--- config.mk ---
export PLATFORM = sky130hd
export DESIGN_NAME = mpu_sample_sequencer
export DESIGN_NICKNAME = d
export VERILOG_FILES = /design/src/rtl/mpu_sample_sequencer.sv
export SDC_FILE = /design/constraint.sdc
export NUM_CORES = 1
export LEC_CHECK = 0
export CORE_MARGIN = 4
export CORE_UTILIZATION = 49
export DETAILED_ROUTE_END_ITERATION = 8
export HOLD_SLACK_MARGIN = 0.02
export PLACE_DENSITY = 0.75
export REMOVE_ABC_BUFFERS = 1
export SLEW_MARGIN = 0
export SYNTH_ARGS = -nofsm -noshare
export SYNTH_HDL_FRONTEND = slang
export SYNTH_SLANG_ARGS = --single-unit
export TNS_END_PERCENT = 10
--- constraint.sdc ---
create_clock -name clk -period 2.01 [get_ports clk]
set_input_delay 0.3015 -clock clk [delete_from_list [all_inputs] [get_ports clk]]
set_output_delay 0.3015 -clock clk [all_outputs]
set_load 0.005 [all_outputs]
--- src/rtl/mpu_sample_sequencer.sv ---
// Sequencer that sweeps the MPU-6050 register-read wrapper across selectors 0..13.
// It packs the captured bytes into seven signed 16-bit samples and publishes them atomically.
module mpu_sample_sequencer #(
  parameter int unsigned EN_CYCLES     = 5,
  parameter int unsigned SETTLE_CYCLES = 2500,
  parameter int unsigned SAMPLE_PERIOD = 500000
) (
  input  logic        clk,
  input  logic        rst,
  input  logic        start,
  input  logic        auto_en,
  input  logic [7:0]  data,
  output logic [3:0]  register_selector,
  output logic        en,
  output logic [15:0] accel_x,
  output logic [15:0] accel_y,
  output logic [15:0] accel_z,
  output logic [15:0] temp,
  output logic [15:0] gyro_x,
  output logic [15:0] gyro_y,
  output logic [15:0] gyro_z,
  output logic        sample_valid,
  output logic        busy,
  output logic        overrun
);

  localparam int unsigned CNT_MAX = (EN_CYCLES > SETTLE_CYCLES) ? EN_CYCLES : SETTLE_CYCLES;
  localparam int unsigned CNT_W   = $clog2(CNT_MAX + 1);
  localparam int unsigned PER_W   = $clog2(SAMPLE_PERIOD + 1);
  localparam int unsigned NBYTES  = 14;

  localparam logic [CNT_W-1:0] EN_LAST     = CNT_W'(EN_CYCLES - 1);
  localparam logic [CNT_W-1:0] SETTLE_LAST = CNT_W'(SETTLE_CYCLES - 1);
  localparam logic [PER_W-1:0] PER_LAST    = PER_W'(SAMPLE_PERIOD - 1);
  localparam logic [3:0]       IDX_LAST    = 4'(NBYTES - 1);

  localparam logic [2:0] S_IDLE    = 3'd0;
  localparam logic [2:0] S_SELECT  = 3'd1;
  localparam logic [2:0] S_PULSE   = 3'd2;
  localparam logic [2:0] S_WAIT    = 3'd3;
  localparam logic [2:0] S_CAPTURE = 3'd4;
  localparam logic [2:0] S_DONE    = 3'd5;

  logic [2:0]       state, state_next;
  logic [3:0]       idx, idx_next;
  logic [CNT_W-1:0] cnt, cnt_next;
  logic [PER_W-1:0] pcnt;
  logic             period_tick;
  logic [7:0]       shadow [NBYTES];

  assign period_tick = auto_en && (pcnt == PER_LAST);

  // State, byte index and phase counter
  always_ff @(posedge clk) begin
    if (rst) begin
      state <= S_IDLE;
      idx   <= '0;
      cnt   <= '0;
    end else begin
      state <= state_next;
      idx   <= idx_next;
      cnt   <= cnt_next;
    end
  end

  always_comb begin
    state_next = state;
    idx_next   = idx;
    cnt_next   = cnt;
    case (state)
      S_IDLE: begin
        if (start || period_tick) begin
          state_next = S_SELECT;
          idx_next   = '0;
        end
      end
      S_SELECT: begin
        state_next = S_PULSE;
        cnt_next   = '0;
      end
      S_PULSE: begin
        if (cnt == EN_LAST) begin
          state_next = S_WAIT;
          cnt_next   = '0;
        end else begin
          cnt_next = cnt + CNT_W'(1);
        end
      end
      S_WAIT: begin
        if (cnt == SETTLE_LAST) begin
          state_next = S_CAPTURE;
        end else begin
          cnt_next = cnt + CNT_W'(1);
        end
      end
      S_CAPTURE: begin
        if (idx == IDX_LAST) begin
          state_next = S_DONE;
        end else begin
          state_next = S_SELECT;
          idx_next   = idx + 4'd1;
        end
      end
      S_DONE:  state_next = S_IDLE;
      default: state_next = S_IDLE;
    endcase
  end

  // Free-running period counter; held at zero while auto mode is off
  always_ff @(posedge clk) begin
    if (rst) begin
      pcnt    <= '0;
      overrun <= 1'b0;
    end else begin
      if (!auto_en || period_tick) begin
        pcnt <= '0;
      end else begin
        pcnt <= pcnt + PER_W'(1);
      end
      if (period_tick && (state != S_IDLE)) begin
        overrun <= 1'b1;
      end
    end
  end

  // Strobes track the next state so they are aligned with the state they describe
  always_ff @(posedge clk) begin
    if (rst) begin
      en                <= 1'b0;
      busy              <= 1'b0;
      sample_valid      <= 1'b0;
      register_selector <= '0;
    end else begin
      en           <= (state_next == S_PULSE);
      busy         <= (state_next != S_IDLE);
      sample_valid <= (state_next == S_DONE);
      if (state_next == S_SELECT) begin
        register_selector <= idx_next;
      end
    end
  end

  // Shadow bytes and published sample; the last byte bypasses the shadow into the outputs
  always_ff @(posedge clk) begin
    if (rst) begin
      for (int i = 0; i < int'(NBYTES); i++) begin
        shadow[i] <= '0;
      end
      accel_x <= '0;
      accel_y <= '0;
      accel_z <= '0;
      temp    <= '0;
      gyro_x  <= '0;
      gyro_y  <= '0;
      gyro_z  <= '0;
    end else begin
      if (state == S_CAPTURE) begin
        shadow[idx] <= data;
      end
      if ((state == S_CAPTURE) && (state_next == S_DONE)) begin
        accel_x <= {shadow[0],  shadow[1]};
        accel_y <= {shadow[2],  shadow[3]};
        accel_z <= {shadow[4],  shadow[5]};
        temp    <= {shadow[6],  shadow[7]};
        gyro_x  <= {shadow[8],  shadow[9]};
        gyro_y  <= {shadow[10], shadow[11]};
        gyro_z  <= {shadow[12], data};
      end
    end
  end

endmodule

==> results of run 1 <==
[metal layers]
layer / GRT usage (%) / share of wire (%)
met1: 25.41 / 42
met5: 0 / 0
met4: 6.587 / 2.9
met2: 32.27 / 48
met3: 2.709 / 6.3
[final timing paths]
path	slack (ns)	to	startpoint	depth (start not counted)
setup / recovery	0.10	cnt[0]$_SDFFE_PP0P_	cnt[4]$_SDFFE_PP0P_	5
hold / removal	0.30	accel_x[13]$_SDFFE_PP0P_	rst	3
setup reg to reg	0.10	cnt[0]$_SDFFE_PP0P_	cnt[4]$_SDFFE_PP0P_	5
hold reg to reg	0.45	accel_x[3]$_SDFFE_PP0P_	accel_x[3]$_SDFFE_PP0P_	2
[Yosys cell counts (all sizes together), types with 2 or more instances]
cell	n	area share [%]
a32o	2	0.20
o41ai	2	0.18
a311oi	2	0.18
nor4b	2	0.18
a21oi	117	5.9
buf	11	0.60
nand2b	3	0.19
nor2	56	2.1
ha	7	0.88
xnor2	16	1.4
or3	2	0.13
nand4	11	0.69
nand3	15	0.76
nor2b	4	0.25
dfxtp	158	32
edfxtp	104	31
or2	14	0.88
o21ai	4	0.20
xor2	13	1.1
nor3	7	0.55
nor4	2	0.28
inv	10	0.38
and4	3	0.26
o2bb2ai	2	0.18
nand2	238	9.0
and2	106	6.7
a31oi	3	0.25
and3	5	0.31
clkbuf	44	1.7
[timing repair]
action | 4_1_cts | 5_1_grt
endpoints found under the setup margin | 0 | 40
hold endpoints to repair | 0 | 0
resized for setup | 0 | 6
[cell type report]
| type | instances | area share (%) |
|---|---|---|
| inverters | 10 | 0.2980 |
| clock buffers | 34 | 5.483 |
| well taps | 265 | 2.632 |
| clock inverters | 14 | 0.8641 |
| repair buffers | 177 | 13.63 |
| multi-input cells | 651 | 27.19 |
| flip-flops and latches | 262 | 49.91 |
[state kept, by name, summed over array words and instances (netlist names), 3 cells and up]
signal             flops
idx                    4
accel_x               16
cnt                   12
gyro_y                16
accel_y               16
register_selector      4
state                  3
shadow               104
accel_z               16
gyro_z                16
temp                  16
pcnt                  19
gyro_x                16
[power breakdown]
part           switching, mW  internal (mW)  total (mW)  leakage, nW
clock network           1.92           2.56        4.48        0.393
logic                  0.199         0.0991       0.298         1.64
registers             0.0319           5.59        5.63         2.35
[critical path, cell delays in order, from the launching register on]
cell and delay (ns):
dfxtp_1 0.31, or4_4 0.56, nor4_4 0.36, a31oi_2 0.15, a21o_2 0.30, nor2_1 0.15
[stage by stage]
step / cells / power, mW
6_report: 1413 / 10.41
3_3_place_gp: 1365 / 6.027
5_1_grt: 1413 / 10.77
4_1_cts: 1413 / 10.52
3_5_place_dp: 1365 / 6.033
2_1_floorplan: 923 / 5.837
[cells by family (layout without fill, tap and decap cells)]
family	after synthesis	in the layout	share of synthesized area (%)
AOI/OAI and AO/OA	141	141	7.842
DFF	262	262	63.23
xor gates and xnor gates	29	29	2.555
and+or+nand+nor	473	473	22.74
muxes	1	1	0.1007
buffers and inverters	65	235	2.643
adders and majority gates	7	7	0.8810
==> results.md, run 1 <==
- Clk sinks: 262
- Leak: 4.383 nW
- DP Area: 11780 um^2
- Remaining DRCs: 0
- DR WL/cell: 15.37 um
- Finish-stage setup viols: 0
- Status: complete, no violations
- FP Rows: 51
- Yosys cell types: 50
- Worst Tran Pin Value: 0.4949 ns
- Pwr/cell area: 826.0 nW/um^2
- GRT overflow: 0
- Initial detailed-routing violation count: 415
- Commonest non-fill, non-tap cell in the layout: nand2_1
- Hold Slack: 0.2986 ns
- TritonCTS Buffers: 26
- CTS root buffer: clkbuf_16
- Worst hold path type: input port to flip-flop
- Num ports: 132
- CTS H-tree depth: 1
- Largest net degree at the start of global routing: 119
- Worst slack at placement: 0.07633 ns
- Max Root-Sink Buffers: 3
- Total number of vias: 7228
- # port buffers: 131
- Antenna viol nets, final: 0
- Critical-path maximum fanout: 12
- Rel. slew slack: 67.01%
- Most frequent cells in the layout: nand2_1 (238), dfxtp_1 (157), clkdlybuf4s50_1 (130)
- Fillers: 1593
- Worst skew pair latency: 0.53 ns
- Starting Density: 50.42%
- Initial antenna violation count: 0
- Setup ws final: 0.1049 ns
- Die area: 22630 um^2
- Sequential share of the synthesized area: 63.23%
- Final Hold Fails: 0
- Max-cap violations: 0
- Die W: 150.4 um
- Share of layout cells above drive strength 1: 10.02%
- Period utilization: 94.78%
- Top_reg_cell synth: dfxtp_1
- Synth Register Bits: 262
- Synth Instances: 978
- Final Critical Period: 1.905 ns
- Antenna cells: 0
- Crit path DAT: 2.35 ns
- Final Slew Violations: 0
- Fmax: 524.9 MHz
- Area growth syn-to-layout: 26.72%
- Total wire length: 21720 um
- Final Wtd Congestion: 0.8945
- Yosys warnings: 0
- Avg Inst Size Synth: 10.16 um^2
- Via density: 5.115
- Clock slew at reported path FFs: 0.06 ns
- Crit end category: flip-flop
- Post-synth EDFFs: 104
- Max rail drop VDD: 0.0005764 V
- Die Y-Extent: 150.4 um
- Setup crit start kind: flip-flop
- WS Path Type: flip-flop to flip-flop
- Register area: 6287 um^2
- DRT Pass-1 Iters: 5
- First-pass GRT wire length: 34690 um
- Vias in the first global route: 6824
- Core Util, Final: 63.89%
- Post-CTS setup buffers: 0
- Multi-input gate area: 3425 um^2
- Data required, critical path: 2.45 ns
- Final Cell Area: 12600 um^2
- Hold Buf Count CTS: 0
- RSZ-0062 raised after global routing: no
- Worst Clk Skew: 0.02370 ns
- CTS tree: yes
- Dpl hpwl: 14140 um
- Gr usage total: 19.13%
- Final nets: 1147
- Async SR Flop Fraction: 0%
- Setup TNS: 0 ns
- Core area: 19720 um^2
- Cell Area, Synth: 9941 um^2
Power figures use the tool's default switching activity.
==> run 2, diff against run 1 <==
--- a/config.mk
+++ b/config.mk
@@ -5,7 +5,7 @@
 export SDC_FILE = /design/constraint.sdc
 export NUM_CORES = 1
 export LEC_CHECK = 0
-export CORE_MARGIN = 4
+export CORE_MARGIN = 2
 export CORE_UTILIZATION = 49
 export DETAILED_ROUTE_END_ITERATION = 8
 export HOLD_SLACK_MARGIN = 0.02
==> run 2 against run 1 <==
  * Worst hold slack got worse by 0.042 ns
  * Non-clock buffer count rose by 3
  * Count of clock-buffer cells in the layout rose by 11
  * Cell count rose by 0.71%
  * Sequential power barely moved
  * Design area rose by 0.99%
  * Sequential share of layout area fell by 0.50 points
  * Setup slack got worse by 0.026 ns
  * Power rose by 3.8%
  * First-iteration DRC count rose by 9.4%
  * Critical endpoint is now shadow[1][3]$_SDFFCE_PN0P_
  * Largest cell class unchanged
==> results.md, run 2 (synthesized netlist as in run 1, its figures left out) <==
- Period utilization: 96.06% (was 94.78%)
- First-pass GRT wire length: 34110 um (was 34690 um)
- Most frequent cells in the layout: nand2_1 (238), dfxtp_1 (158), clkdlybuf4s50_1 (130) (was nand2_1 (238), dfxtp_1 (157), clkdlybuf4s50_1 (130))
- Crit path DAT: 2.13 ns (was 2.35 ns)
- Crit path max-delay family: simple AND/OR/NAND/NOR gates (unchanged)
- Remaining DRCs: 0 (unchanged)
- FP Rows: 52 (was 51)
- Finish-stage setup viols: 0 (unchanged)
- Pwr/cell area: 848.9 nW/um^2 (was 826.0 nW/um^2)
- Max rail drop VDD: 0.0007296 V (was 0.0005764 V)
- Setup ws final: 0.07913 ns (was 0.1049 ns)
- Crit end category: flip-flop (unchanged)
- Die Y-Extent: 146.4 um (was 150.4 um)
- Max Root-Sink Buffers: 3 (unchanged)
- Vias in the first global route: 6828 (was 6824)
- Worst skew pair latency: 0.53 ns (about the same)
- CTS tree: yes (unchanged)
- Starting Density: 49.61% (was 50.42%)
- Worst Clk Skew: 0.02219 ns (was 0.02370 ns)
- Setup crit start kind: flip-flop (unchanged)
- Max reg flops: 104 (unchanged)
- Seq pwr share: 52.1% (was 54.1%)
- Gate power share: 2.8% (was 2.9%)
- Total number of vias: 7225 (was 7228)
- Core area: 20040 um^2 (was 19720 um^2)
- Die area: 21440 um^2 (was 22630 um^2)
- Dpl hpwl: 14230 um (was 14140 um)
- TritonCTS Buffers: 27 (was 26)
- Pint: 8.639 mW (was 8.252 mW)
- CTS root buffer: clkbuf_16 (unchanged)
- Via density: 5.077 (was 5.115)
- Psw: 2.161 mW (was 2.154 mW)
- CP cell instances: or3b_2 > nor2_2 > nand2_1 > nor3_2 > or2_2 (was or4_4 > nor4_4 > a31oi_2 > a21o_2 > nor2_1)
- Fmax: 517.9 MHz (was 524.9 MHz)
- Placed cell count: 1373 (was 1365)
- Crit. path cell count: 5 (unchanged)
- Status: complete, no violations (unchanged)
- Hold Slack: 0.2568 ns (was 0.2986 ns)
- Worst Tran Pin Value: 0.5051 ns (was 0.4949 ns)
- Leak: 4.449 nW (was 4.383 nW)
- Initial detailed-routing violation count: 454 (was 415)
- Data required, critical path: 2.21 ns (was 2.45 ns)
- Share of layout cells above drive strength 1: 10.32% (was 10.02%)
- CTS H-tree depth: 1 (unchanged)
- CP Buf/Inv Count: 0 (unchanged)
- Switching Share: 20.01% (was 20.70%)
- Clock slew at reported path FFs: 0.06 ns (about the same)
- Initial antenna violation count: 0 (unchanged)
- Final Hold Fails: 0 (unchanged)
- Total wire length: 21580 um (was 21720 um)
- Reg2reg path depth: 5 (unchanged)
- Max-cap violations: 0 (unchanged)
- Top Registers: shadow: 104 flops, pcnt: 19 flops (unchanged)
- Gr usage total: 19.59% (was 19.13%)
- Area growth syn-to-layout: 27.98% (was 26.72%)
- Slowest cell on crit path: or3b_2 (was or4_4)
- Worst hold path type: input port to flip-flop (unchanged)
- Antenna viol nets, final: 0 (unchanged)
- Num ports: 132 (unchanged)
- Cell depth of the worst hold path: 3 (unchanged)
- Fillers: 1623 (was 1593)
- Final nets: 1151 (was 1147)
- Final Critical Period: 1.931 ns (was 1.905 ns)
- Top reg by flops: shadow (unchanged)
- Worst slack at placement: 0.08328 ns (was 0.07633 ns)
- WS Path Type: flip-flop to flip-flop (unchanged)
- Clock share of power: 45.1% (was 43.1%)
- Non-Filler Instances: 1423 (was 1413)
- Final Wtd Congestion: 0.8995 (was 0.8945)
- Final Slew Violations: 0 (unchanged)
- GRT overflow: 0 (unchanged)
- DR WL/cell: 15.17 um (was 15.37 um)
- Commonest non-fill, non-tap cell in the layout: nand2_1 (unchanged)
- Clk sinks: 262 (unchanged)
- Largest net degree at the start of global routing: 72 (was 119)
- Antenna cells: 0 (unchanged)
- # port buffers: 131 (unchanged)
- Max stage delay on crit path: 0.50 ns (was 0.56 ns)
- Critical-path maximum fanout: 8 (was 12)
- RSZ-0062 raised after global routing: no (unchanged)
- DRT Pass-1 Iters: 5 (unchanged)
- Post-CTS setup buffers: 0 (unchanged)
- Rel. slew slack: 66.20% (was 67.01%)
- Die W: 146.4 um (was 150.4 um)
## run 2: changes by cell type in the layout (fill, tap and decap cells not counted), moves of 2 or more
cell,change
clkbuf_8,+8
clkinv_1,-3
buf_4,+2
clkinv_2,-5
clkbuf_1,+2
## run 2: final timing paths
check	startpoint	slack (ns)	to
max reg2reg	state[0]$_SDFF_PP0_	0.08	shadow[1][3]$_SDFFCE_PN0P_
min reg2reg	gyro_x[12]$_SDFFE_PP0P_	0.45	gyro_x[12]$_SDFFE_PP0P_
min	rst	0.26	accel_y[7]$_SDFFE_PP0P_
max	state[0]$_SDFF_PP0_	0.08	shadow[1][3]$_SDFFCE_PN0P_
## run 2: stage by stage
step                power, mW  area [um^2]  util [%]  setup TNS [ns]
floorplan               5.837         9716         -         -310.79
global placement        6.032        11830     59.01               0
detailed placement      6.037        11830     59.01               0
CTS                     10.87        12710     63.44               0
global route            11.14        12720     63.49               0
finish                  10.80        12720     63.49               0
## run 2: power by group through the flow
stage	Sequential, mW	Clock, mW	Combinational, mW
final	5.63	4.87	0.300
after global routing	5.63	5.18	0.325
after floorplan	5.73	0	0.105
after global placement	5.74	0	0.294
after detailed placement	5.74	0	0.297
after CTS	5.63	4.95	0.298
## run 2: repair_timing
| item | in CTS | in global routing |
|---|---|---|
| gates resized for setup | 0 | 4 |
| setup endpoints to repair | 0 | 26 |
| hold buffers | 0 | 0 |
## run 2: routing by layer
metal | vias to the layer above | track usage [%] | wire length, um
li1 | 3576 | - | -
met1 | 3425 | 26.40 | 9543
met2 | 187 | 33.00 | 10440
met3 | 37 | 3.688 | 1184
met4 | 0 | 4.806 | 411
met5 | - | 0 | 0
## run 2: layout make-up
cell class              instances  area, um^2  share of cell area, %
inverters                      10       37.54                 0.2950
repair buffers                180        1752                  13.77
multi-input cells             651        3421                  26.89
well taps                     270       337.8                  2.655
flip-flops and latches        262        6286                  49.41
clock buffers                  45       833.3                  6.550
clock inverters                 5       55.05                 0.4327
## run 2: worst register-to-register path, stage by stage, from the launching register on
cell	delay (ns)
dfxtp_1	0.32
or3b_2	0.50
nor2_2	0.19
nand2_1	0.18
nor3_2	0.18
or2_2	0.26
==> run 3, diff against run 2 <==
==> constraint.sdc (replaced) <==
create_clock -name clk -period 2.01 [get_ports clk]
set_input_delay 0.3015 -clock clk [delete_from_list [all_inputs] [get_ports clk]]
set_output_delay 0.3015 -clock clk [all_outputs]
set_load 0.1 [all_outputs]
==> run 3 against run 2 <==
  * Combinational power grew 9.7%
  * Routed wire length shrank 0.70%
  * Sequential power barely moved
  * Critical path type unchanged
  * Sequential cell count stayed put
  * Fmax is 1.1% higher
  * Core utilization shrank 1.2 points
  * Clock power rose by 11%
  * First-iteration DRC count fell by 24%
  * Largest cell class unchanged
  * Worst hold slack worse by 0.17 ns
  * Non-clock buffer count is 5 lower
  * Via count increased by 0.18%
  * Design area decreased by 1.8%
  * Highest routed layer unchanged
==> results.md, run 3 (synthesized netlist as in run 1, its figures left out) <==
- Num ports: 132 (unchanged)
- Clock slew at reported path FFs: 0.07 ns (was 0.06 ns)
- Final Slew Violations: 0 (unchanged)
- Worst Tran Pin Value: 0.5173 ns (was 0.5051 ns)
- Placed cell count: 1368 (was 1373)
- FP Rows: 52 (unchanged)
- Die Y-Extent: 146.4 um (unchanged)
- Worst skew pair latency: 0.52 ns (was 0.53 ns)
- Max stage delay on crit path: 0.49 ns (was 0.50 ns)
- Worst Clk Skew: 0.01204 ns (was 0.02219 ns)
- Die W: 146.4 um (unchanged)
- Fillers: 1667 (was 1623)
- CP cell instances: or3b_2 > nor2_2 > nand2_1 > nor2_1 > or2_2 (was or3b_2 > nor2_2 > nand2_1 > nor3_2 > or2_2)
- Final nets: 1146 (was 1151)
- Share of layout cells above drive strength 1: 21.19% (was 10.32%)
- Final Hold Fails: 0 (unchanged)
- Initial detailed-routing violation count: 344 (was 454)
- First-pass GRT wire length: 33990 um (was 34110 um)
- Most frequent cells in the layout: nand2_1 (238), buf_4 (159), dfxtp_1 (157) (was nand2_1 (238), dfxtp_1 (158), clkdlybuf4s50_1 (130))
- Final Wtd Congestion: 0.8650 (was 0.8995)
- Max reg flops: 104 (unchanged)
- Cell depth of the worst hold path: 2 (was 3)
- Rel. slew slack: 65.39% (was 66.20%)
- DP Area: 11470 um^2 (was 11830 um^2)
- Clk sinks: 262 (unchanged)
- Setup ws final: 0.1004 ns (was 0.07913 ns)
- Remaining DRCs: 0 (unchanged)
- Crit path DAT: 2.11 ns (was 2.13 ns)
- WS Path Type: flip-flop to flip-flop (unchanged)
- Die area: 21440 um^2 (unchanged)
- Period utilization: 95.00% (was 96.06%)
- Vias in the first global route: 6738 (was 6828)
- Data required, critical path: 2.21 ns (about the same)
- Non-Filler Instances: 1417 (was 1423)
- Initial antenna violation count: 0 (unchanged)
- Post-CTS setup buffers: 0 (unchanged)
- Final Critical Period: 1.910 ns (was 1.931 ns)
- Gr usage total: 19.40% (was 19.59%)
- Worst slack at placement: 0.02821 ns (was 0.08328 ns)
- Starting Density: 49.61% (unchanged)
- Worst hold path type: input port to flip-flop (unchanged)
- Top reg by flops: shadow (unchanged)
- Fmax: 523.7 MHz (was 517.9 MHz)
- Flop2flop setup slack: 0.10 ns (was 0.08 ns)
- Crit path max-delay family: simple AND/OR/NAND/NOR gates (unchanged)
- Leak: 4.719 nW (was 4.449 nW)
- PostCTS Resize Cnt: 0 (unchanged)
- Reg2reg path depth: 5 (unchanged)
- GRT overflow: 0 (unchanged)
- Total wire length: 21430 um (was 21580 um)
- Pwr/cell area: 911.7 nW/um^2 (was 848.9 nW/um^2)
- Commonest non-fill, non-tap cell in the layout: nand2_1 (unchanged)
- Core area: 20040 um^2 (unchanged)
- CTS tree: yes (unchanged)
- Crit. path cell count: 5 (unchanged)
- Area growth syn-to-layout: 25.63% (was 27.98%)
- Antenna viol nets, final: 0 (unchanged)
- TritonCTS Buffers: 27 (unchanged)
- Final Cell Area: 12490 um^2 (was 12720 um^2)
- CTS root buffer: clkbuf_16 (unchanged)
- Crit end category: flip-flop (unchanged)
- Status: complete, no violations (unchanged)
- Slowest cell on crit path: or3b_2 (unchanged)
- Via density: 5.108 (was 5.077)
- Largest net degree at the start of global routing: 101 (was 72)
- Finish-stage setup viols: 0 (unchanged)
- Antenna cells: 0 (unchanged)
- CTS H-tree depth: 1 (unchanged)
- Top Registers: shadow: 104 flops, pcnt: 19 flops (unchanged)
- Max rail drop VDD: 0.0006216 V (was 0.0007296 V)
- # port buffers: 131 (unchanged)
- DR WL/cell: 15.12 um (was 15.17 um)
- Critical-path maximum fanout: 8 (unchanged)
- CP Buf/Inv Count: 0 (unchanged)
- Dpl hpwl: 13760 um (was 14230 um)
- Max Root-Sink Buffers: 3 (unchanged)
- Max-cap violations: 0 (unchanged)
- Total number of vias: 7238 (was 7225)
- RSZ-0062 raised after global routing: yes (was no)
- DRT Pass-1 Iters: 5 (unchanged)
- Setup crit start kind: flip-flop (unchanged)
- Hold Buf Count CTS: 0 (unchanged)
[run 3: changes by cell type in the layout (fill, tap and decap cells not counted), sizes merged]
cell / before / now
clkdlybuf4s50: 130 / 10
buf: 50 / 165
clkbuf: 45 / 32
clkinv: 2 / 9
bufinv: 1 / 6
clkinvlp: 0 / 1
inv: 12 / 11
[run 3: worst register-to-register path: stages (launching register included)]
cell,delay [ns]
dfxtp_1,0.33
or3b_2,0.49
nor2_2,0.20
nand2_1,0.14
nor2_1,0.18
or2_2,0.26
[run 3: metrics by stage]
| step | total power, mW | TNS (ns) | hold WS (ns) | utilization [%] |
|---|---|---|---|---|
| 2_1_floorplan | 5.863 | -310.79 | 0.3706 | - |
| 5_1_grt | 11.72 | -0.05808 | 0.08796 | 62.32 |
| 6_report | 11.39 | 0 | 0.08563 | 62.32 |
| 4_1_cts | 11.46 | 0 | 0.07315 | 62.19 |
| 3_3_place_gp | 6.057 | 0 | 0.4418 | 57.26 |
| 3_5_place_dp | 6.062 | 0 | 0.4468 | 57.26 |
[run 3: per-layer routing]
layer	share of wire, %	routed length, um	vias up	track usage (%)
li1	-	-	3563	-
met1	45	9640	3435	26.52
met2	47	10100	195	31.98
met3	5.2	1119	45	3.063
met4	2.6	566	0	6.214
met5	0	0	-	0
[run 3: final timing paths]
path                     startpoint                          to
max             state[2]$_SDFF_PP0_  shadow[9][5]$_SDFFCE_PN0P_
min                             rst      gyro_x[8]$_SDFFE_PP0P_
max reg2reg     state[2]$_SDFF_PP0_  shadow[9][5]$_SDFFCE_PN0P_
min reg2reg  gyro_y[1]$_SDFFE_PP0P_      gyro_y[1]$_SDFFE_PP0P_
[run 3: report_power, final]
| group | switching [mW] | internal (mW) |
|---|---|---|
| Sequential | 0.0310 | 5.59 |
| Clock | 2.02 | 3.41 |
| Combinational | 0.226 | 0.103 |
| Total | 2.28 | 9.11 |
[run 3: final cells by class]
type / instances / area, um^2 / area share, %
clock buffers: 32 / 745.7 / 5.971
clock inverters: 17 / 242.7 / 1.944
inverters: 10 / 37.54 / 0.3006
multi-input cells: 651 / 3432 / 27.48
flip-flops and latches: 262 / 6287 / 50.35
well taps: 270 / 337.8 / 2.705
repair buffers: 175 / 1405 / 11.25
